`config.mk`:
```
export PLATFORM = sky130hd
export DESIGN_NAME = pc_sequencer
export DESIGN_NICKNAME = d
export VERILOG_FILES = /design/src/rtl/pc_sequencer.sv
export SDC_FILE = /design/constraint.sdc
export NUM_CORES = 1
export LEC_CHECK = 0
export ABC_AREA = 1
export CAP_MARGIN = 40
export CORE_ASPECT_RATIO = 1.4
export CORE_MARGIN = 2
export CORE_UTILIZATION = 58
export DETAILED_ROUTE_END_ITERATION = 7
export DONT_BUFFER_PORTS = 1
export PLACE_DENSITY = 0.76
export SLEW_MARGIN = 5
export SYNTH_ARGS = -nofsm -noshare
export SYNTH_HDL_FRONTEND = slang
export SYNTH_SLANG_ARGS = --single-unit
```
`constraint.sdc`:
```
create_clock -name clk -period 1.8 [get_ports clk]
set_clock_uncertainty 0.05 [all_clocks]
set_input_delay 0.54 -clock clk [delete_from_list [all_inputs] [get_ports clk]]
set_output_delay 0.54 -clock clk [all_outputs]
set_load 0.02 [all_outputs]
```
`src/rtl/pc_sequencer.sv`:
```
// Fetch-address sequencer: boots from RESET_PC, steps by 4, takes EX/ID
// redirects with squash signals, parks a redirect while imem is busy, and
// halts permanently on a misaligned target.
module pc_sequencer #(
   parameter logic [31:0] RESET_PC = 32'h0000_0000
) (
   input  logic        clk,
   input  logic        rst_n,
   input  logic        stall_i,
   input  logic        ex_redirect_i,
   input  logic [31:0] ex_target_i,
   input  logic        id_jump_i,
   input  logic [31:0] id_target_i,
   input  logic        imem_ready_i,
   output logic [31:0] pc_o,
   output logic        imem_req_o,
   output logic        flush_ifid_o,
   output logic        flush_idex_o,
   output logic        misaligned_o,
   output logic [15:0] redirect_cnt_o
);

   typedef enum logic [1:0] {BOOT, RUN, PEND, HALT} state_t;

   state_t      state;
   logic [31:0] pend_target;
   logic        take;
   logic [31:0] target;

   // Decode the winning redirect this cycle and raise the matching squashes.
   always_comb begin
      // NOTE: every output of this block gets a default first so no latch is inferred.
      take         = 1'b0;
      target       = ex_target_i;
      flush_ifid_o = 1'b0;
      flush_idex_o = 1'b0;
      case (state)
         RUN: begin
            if (ex_redirect_i) begin
               take         = 1'b1;
               flush_ifid_o = 1'b1;
               flush_idex_o = 1'b1;
            end else if (id_jump_i) begin
               take         = 1'b1;
               target       = id_target_i;
               flush_ifid_o = 1'b1;
            end
         end
         PEND: begin
            // A JAL in ID is already on the wrong path here; only EX can redirect.
            if (ex_redirect_i) begin
               take         = 1'b1;
               flush_ifid_o = 1'b1;
               flush_idex_o = 1'b1;
            end
         end
         default: ;
      endcase
   end

   // FSM, fetch address, pending target, trap flag and redirect counter.
   always_ff @(posedge clk or negedge rst_n) begin
      if (!rst_n) begin
         // NOTE: the pending target is reset too, so a redirect caught in
         // flight can never leak out of a reset into the fetch stream.
         state          <= BOOT;
         pc_o           <= RESET_PC;
         pend_target    <= 32'h0;
         imem_req_o     <= 1'b0;
         misaligned_o   <= 1'b0;
         redirect_cnt_o <= 16'h0;
      end else begin
         // NOTE: all state here uses non-blocking assignment so every
         // register samples the pre-edge values of the others.
         case (state)
            BOOT: begin
               state      <= RUN;
               imem_req_o <= 1'b1;
            end
            RUN, PEND: begin
               if (take) begin
                  if (redirect_cnt_o != 16'hFFFF)
                     redirect_cnt_o <= redirect_cnt_o + 16'd1;
                  if (target[1:0] != 2'b00) begin
                     state        <= HALT;
                     misaligned_o <= 1'b1;
                     imem_req_o   <= 1'b0;
                  end else if (imem_ready_i) begin
                     pc_o  <= target;
                     state <= RUN;
                  end else begin
                     pend_target <= target;
                     state       <= PEND;
                  end
               end else if (state == PEND) begin
                  if (imem_ready_i) begin
                     pc_o  <= pend_target;
                     state <= RUN;
                  end
               end else if (imem_ready_i && !stall_i) begin
                  pc_o <= pc_o + 32'd4;
               end
            end
            default: ;  // HALT: only reset leaves
         endcase
      end
   end

endmodule

```
After elaboration in Yosys (flattened, before gate mapping)
Index checks and enable logic that the tools add are counted.

word-level totals
  bits in registers = 84
  output and inout port bits = 52
  logic and storage cells = 56

cells by class
  $add $sub $neg = 2
  equality and inequality tests = 10
  multiplexer cells = 23
  bitwise gates (word level) = 2
  reduce and logical (&&, ||, !) cells = 13

operators by type and width
  kind                                                              count
  32-bit 2-to-1 mux                                                 9
  32-bit by 3-bit adder with 32-bit output (second input constant)  1
  16-bit by 1-bit adder with 16-bit output (second input constant)  1
  16-bit != test (second input constant)                            1
  3-bit AND reduction                                               4
  2-bit 2-to-1 mux                                                  5
  1-bit 2-to-1 mux                                                  6
  2-bit != test (second input constant)                             3
  3-bit by 1-bit != test with 1-bit output (second input constant)  2
  5-bit AND reduction                                               1
  2-bit by 1-bit != test with 1-bit output (second input constant)  2
  1-bit case mux with 2 select lines                                2
  2-bit case mux with 2 select lines                                1
  4-bit AND reduction                                               1
  2-bit nonzero test                                                2
  3-bit nonzero test                                                1
  2-bit by 1-bit == test with 1-bit output (second input constant)  1
  2-bit == test (second input constant)                             1
  2-bit zero test                                                   1
  1-bit inverter                                                    2
  2-bit OR reduction                                                1
  1-bit logical AND                                                 1
  1-bit zero test                                                   1

Longest topological paths before layout
  depth in word-level cells = 7
  depth in mapped cells = 14
  depth with buffers taken out = 12

Least setup slack after synthesis
Ideal clock, no wire load.

  path type = register -> output
  start point = register state[0]
  end point = output port flush_ifid_o
  data arrival time = 1.343 ns
  path slack = -0.133 ns
  cell stages (with the launch flop) = 10
  buffers on the path = 3
  path through = dfrtp_1 > inv_1 > ha_1 > buf_4 > nand2_1 > nand2_2 > nand3_4 > inv_2 > buf_6 > buf_2

between the ends
  word-level cells in the longest chain between the ends = 2
  elaborated cells on any way between the ends = 3
  classes of those cells = eq/ne (2); mux (1)

ends and longest elaborated chain
  what                                                                       RTL line  RTL
  start, declared                                                            25        state_t state;
  start signal, assigned                                                     66        state <= BOOT;
  start signal, assigned                                                     77        state <= RUN;
  start signal, assigned                                                     85        state <= HALT;
  2-bit == test or 2-bit by 1-bit == test with 1-bit output (tied branches)  37        case (state)
  1-bit case mux with 2 select lines *                                       37
  end, declared                                                              17        output logic flush_ifid_o,

Mark *: on every way between the ends. The rest lies on a longest branch, timed or not.

Worst setup path after layout
  start point = register state[1]
  end point = output port flush_ifid_o

The elaborated chain is that of the path after synthesis.

==> summary.md <==
| Metric | Value |
|---|---|
| Yosys reg bits | 84 |
| CTS tree | done |
| Syn Std Cell Area | 0.00558 mm2 |
| Cells after Synth | 854 |
| Fmax | 490 MHz |
| Final ANT Viol Nets | 0 |
| Clock-pin transition on the worst setup and hold timing paths | 0.07 ns |
| Placed Area | 0.00636 mm2 |
| I/O pins | 122 |
| Max Root-Sink Buffers | 2 |
| Sequential area share after synthesis | 37.7% |
| Aggregate global-route resource usage | 31.8% |
| Num rows | 42 |
| HP Class | in -> async |
| CTS root buffer | clkbuf_16 |
| Port bufs | 0 |
| Final setup vio count | 74 |
| Final hold viol count | 84 |
| # DRC | 0 |
| Post-synth net total | 929 |
| Min Tclk post-route | 2.04 ns |
| Filler cells | 664 |
| Final count of pins violating max slew | 0 |
| Max_slew headroom | 71.3% |
| Die span in y | 120 um |
| Sinks on the clock net | 84 |
| GR Overflow Total | 0 |
| RePlAce Congestion | 0.868 |
| Met3 wire length | 1240 um |
| First-pass GRT wire length | 26100 um |
| Initial antenna violation count | 0 |
| Worst-path maximum fanout | 3 |
| Post-Route WL | 18300 um |
| Register area | 0.00210 mm2 |
| Slew at the pin closest to its max-slew limit | 0.426 ns |
| Power density cells | 1800 mW/mm2 |
| PnR Total Power | 13200 uW |
| M1 wire length | 6420 um |
| EDFF count, synth | 0 |
| Die Footprint | 0.0104 mm2 |
| Slack of the worst reg-to-reg path | -0.21 ns |
| DP Wirelength | 11800 um |
| RSZ-0062 raised after global routing | yes |
| Syn avg cell area | 6.53 um2 |
| Multi-input logic area | 0.00308 mm2 |
| Core footprint | 0.00941 mm2 |
| Worst path required time | 1.21 ns |
| Fin crit share | 113% |
| Total CTS buffers | 9 |
| Share of cells above drive strength 1 | 20.3% |
| Ant. Diodes | 0 |
| Worst path setup slack after routing | -0.240 ns |
| Synth warn | 0 |
| Final TNS setup | -8.19 ns |
| Largest net degree at the start of global routing | 85 |
| Worst-Skew Late Latency | 0.34 ns |
| Drt pass-1 iters | 6 |
| Post-layout net count | 1034 |
| DR iter-0 viols | 442 |
| DR WL/cell | 17.1 um |
| Setup WS pre-CTS | -0.204 ns |
| Initial Util | 59.3% |
| Vias | 6157 |
| Met2 WL | 9550 um |
| Via-per-instance ratio | 5.73 |
| Die Wd | 86.9 um |
| Ys flop type | dfrtp_1 |
| Max Cap Violations | 0 |
| Synthesis-to-finish area growth | 32.2% |
| Worst Path Arrival | 1.45 ns |
| Worst setup EP type | output pin |
| Yosys cell types | 33 |
| Startpoint Class | flip-flop |
| Failing checks | negative hold slack, negative setup slack |
| Status | complete, but fails checks |
| Synth async-reset ratio | 100% |
| H-Tree Depth | 3 |
| Worst setup path class | reg -> out |
| Leakage | 0.00382 uW |
| Vias in the first global route | 5668 |
| VDD IR max | 1.36 mV |
| Hold slack | -0.166 ns |
| Max layer used | met4 |
| Post-route cell area | 0.00737 mm2 |
## logic make-up after synthesis
logic type                 count (synthesis)  share of synthesized area [%]
adders and majority gates                  5                           1.12
and+or+nand+nor                          506                           37.2
xor gates and xnor gates                  17                           2.67
DFF                                       84                           37.7
AOI/OAI and AO/OA                         95                           9.29
buffers and inverters                    141                           10.9
muxes                                      6                           1.08
## worst max-delay path: stages, from the launching register on
cell and delay (ns):
dfrtp_1 0.41, buf_6 0.14, ha_4 0.28, inv_4 0.04
nand3_4 0.07, inv_6 0.04, buf_6 0.12
## per-stage QoR
stage,cells,utilization [%]
detailed placement,1031,67.6
global route,1074,78.4
finish,1074,78.4
CTS,1053,72.7
floorplan,854,-
global placement,1031,67.6
## where the power goes
group / switching [uW] / total (uW) / internal [uW] / leakage (uW)
clock: 801 / 2200 / 1390 / 0.000169
sequential: 687 / 3380 / 2690 / 0.00104
combinational: 4420 / 7660 / 3240 / 0.00261
## sequential cells by signal, indices dropped and copies added, names as in the netlist
register and count:
pend_target 32, imem_req_o 1, redirect_cnt_o 16, misaligned_o 1, state 2, pc_o 32
## layer usage
metal / GRT usage [%] / up-vias
met4: 18.7 / 0
met5: 0 / -
li1: - / 2863
met3: 5.16 / 90
met2: 55.3 / 313
met1: 35.6 / 2891
## cells in the final DEF, fill, tap and decap left out, types with 7 or more instances in the layout
cell type / count
buf_12: 9
nand2_1: 312
nor2_1: 83
clkbuf_16: 16
nand2_2: 7
buf_6: 15
o21bai_1: 9
nor2_2: 11
buf_4: 91
xor2_1: 13
dfrtp_1: 84
o21ai_1: 27
inv_1: 99
nand3_1: 56
o21ai_0: 52
## cells in the mapped netlist, types with 3 or more instances
| cell type | n | share of area (%) |
|---|---|---|
| nand2_1 | 322 | 22 |
| inv_1 | 104 | 7.0 |
| nor2_1 | 94 | 6.3 |
| dfrtp_1 | 84 | 38 |
| o21ai_0 | 62 | 5.6 |
| nand3_1 | 61 | 5.5 |
| o21ai_1 | 18 | 1.6 |
| buf_2 | 16 | 1.4 |
| xor2_1 | 14 | 2.2 |
| o21bai_1 | 9 | 1.2 |
| clkbuf_1 | 8 | 0.54 |
| buf_6 | 7 | 1.4 |
| nor3_1 | 7 | 0.63 |
| mux2i_1 | 6 | 1.1 |
| nand4_1 | 6 | 0.67 |
| ha_1 | 5 | 1.1 |
| inv_2 | 4 | 0.27 |
| and2_1 | 3 | 0.34 |
| nand2_2 | 3 | 0.34 |
| xnor2_1 | 3 | 0.47 |
## path summary, 6_finish.rpt
kind                                              from                             end  depth (start not counted)
hold / removal                                   rst_n     pend_target[31]$_DFFE_PN0P_                          0
setup reg to reg                  state[1]$_DFFE_PN0P_            pc_o[13]$_DFFE_PN0P_                         13
hold reg to reg            pend_target[11]$_DFFE_PN0P_     pend_target[11]$_DFFE_PN0P_                          2
max in group asynchronous                        rst_n  redirect_cnt_o[12]$_DFFE_PN0P_                          0
min in group clk                       id_target_i[16]     pend_target[16]$_DFFE_PN0P_                          2
setup / recovery                  state[1]$_DFFE_PN0P_                    flush_ifid_o                          6
## layout make-up
type                    instances  share of cell area (%)
clock inverters                 6                    1.51
inverters                     108                    5.87
repair inverters                1                   0.153
well taps                     110                    1.87
multi-input cells             630                    41.8
flip-flops and latches         84                    28.5
repair buffers                125                    17.0
clock buffers                  10                    3.24
## what timing repair did
item                                   in CTS  in global routing
resized for setup                          26                 72
pin swaps                                   2                 14
endpoints found under the hold margin      84                 84
setup buffers                               6                 10
setup endpoints to repair                  77                 80
gates cloned                                0                 11
(Power assumes the default switching activity.)
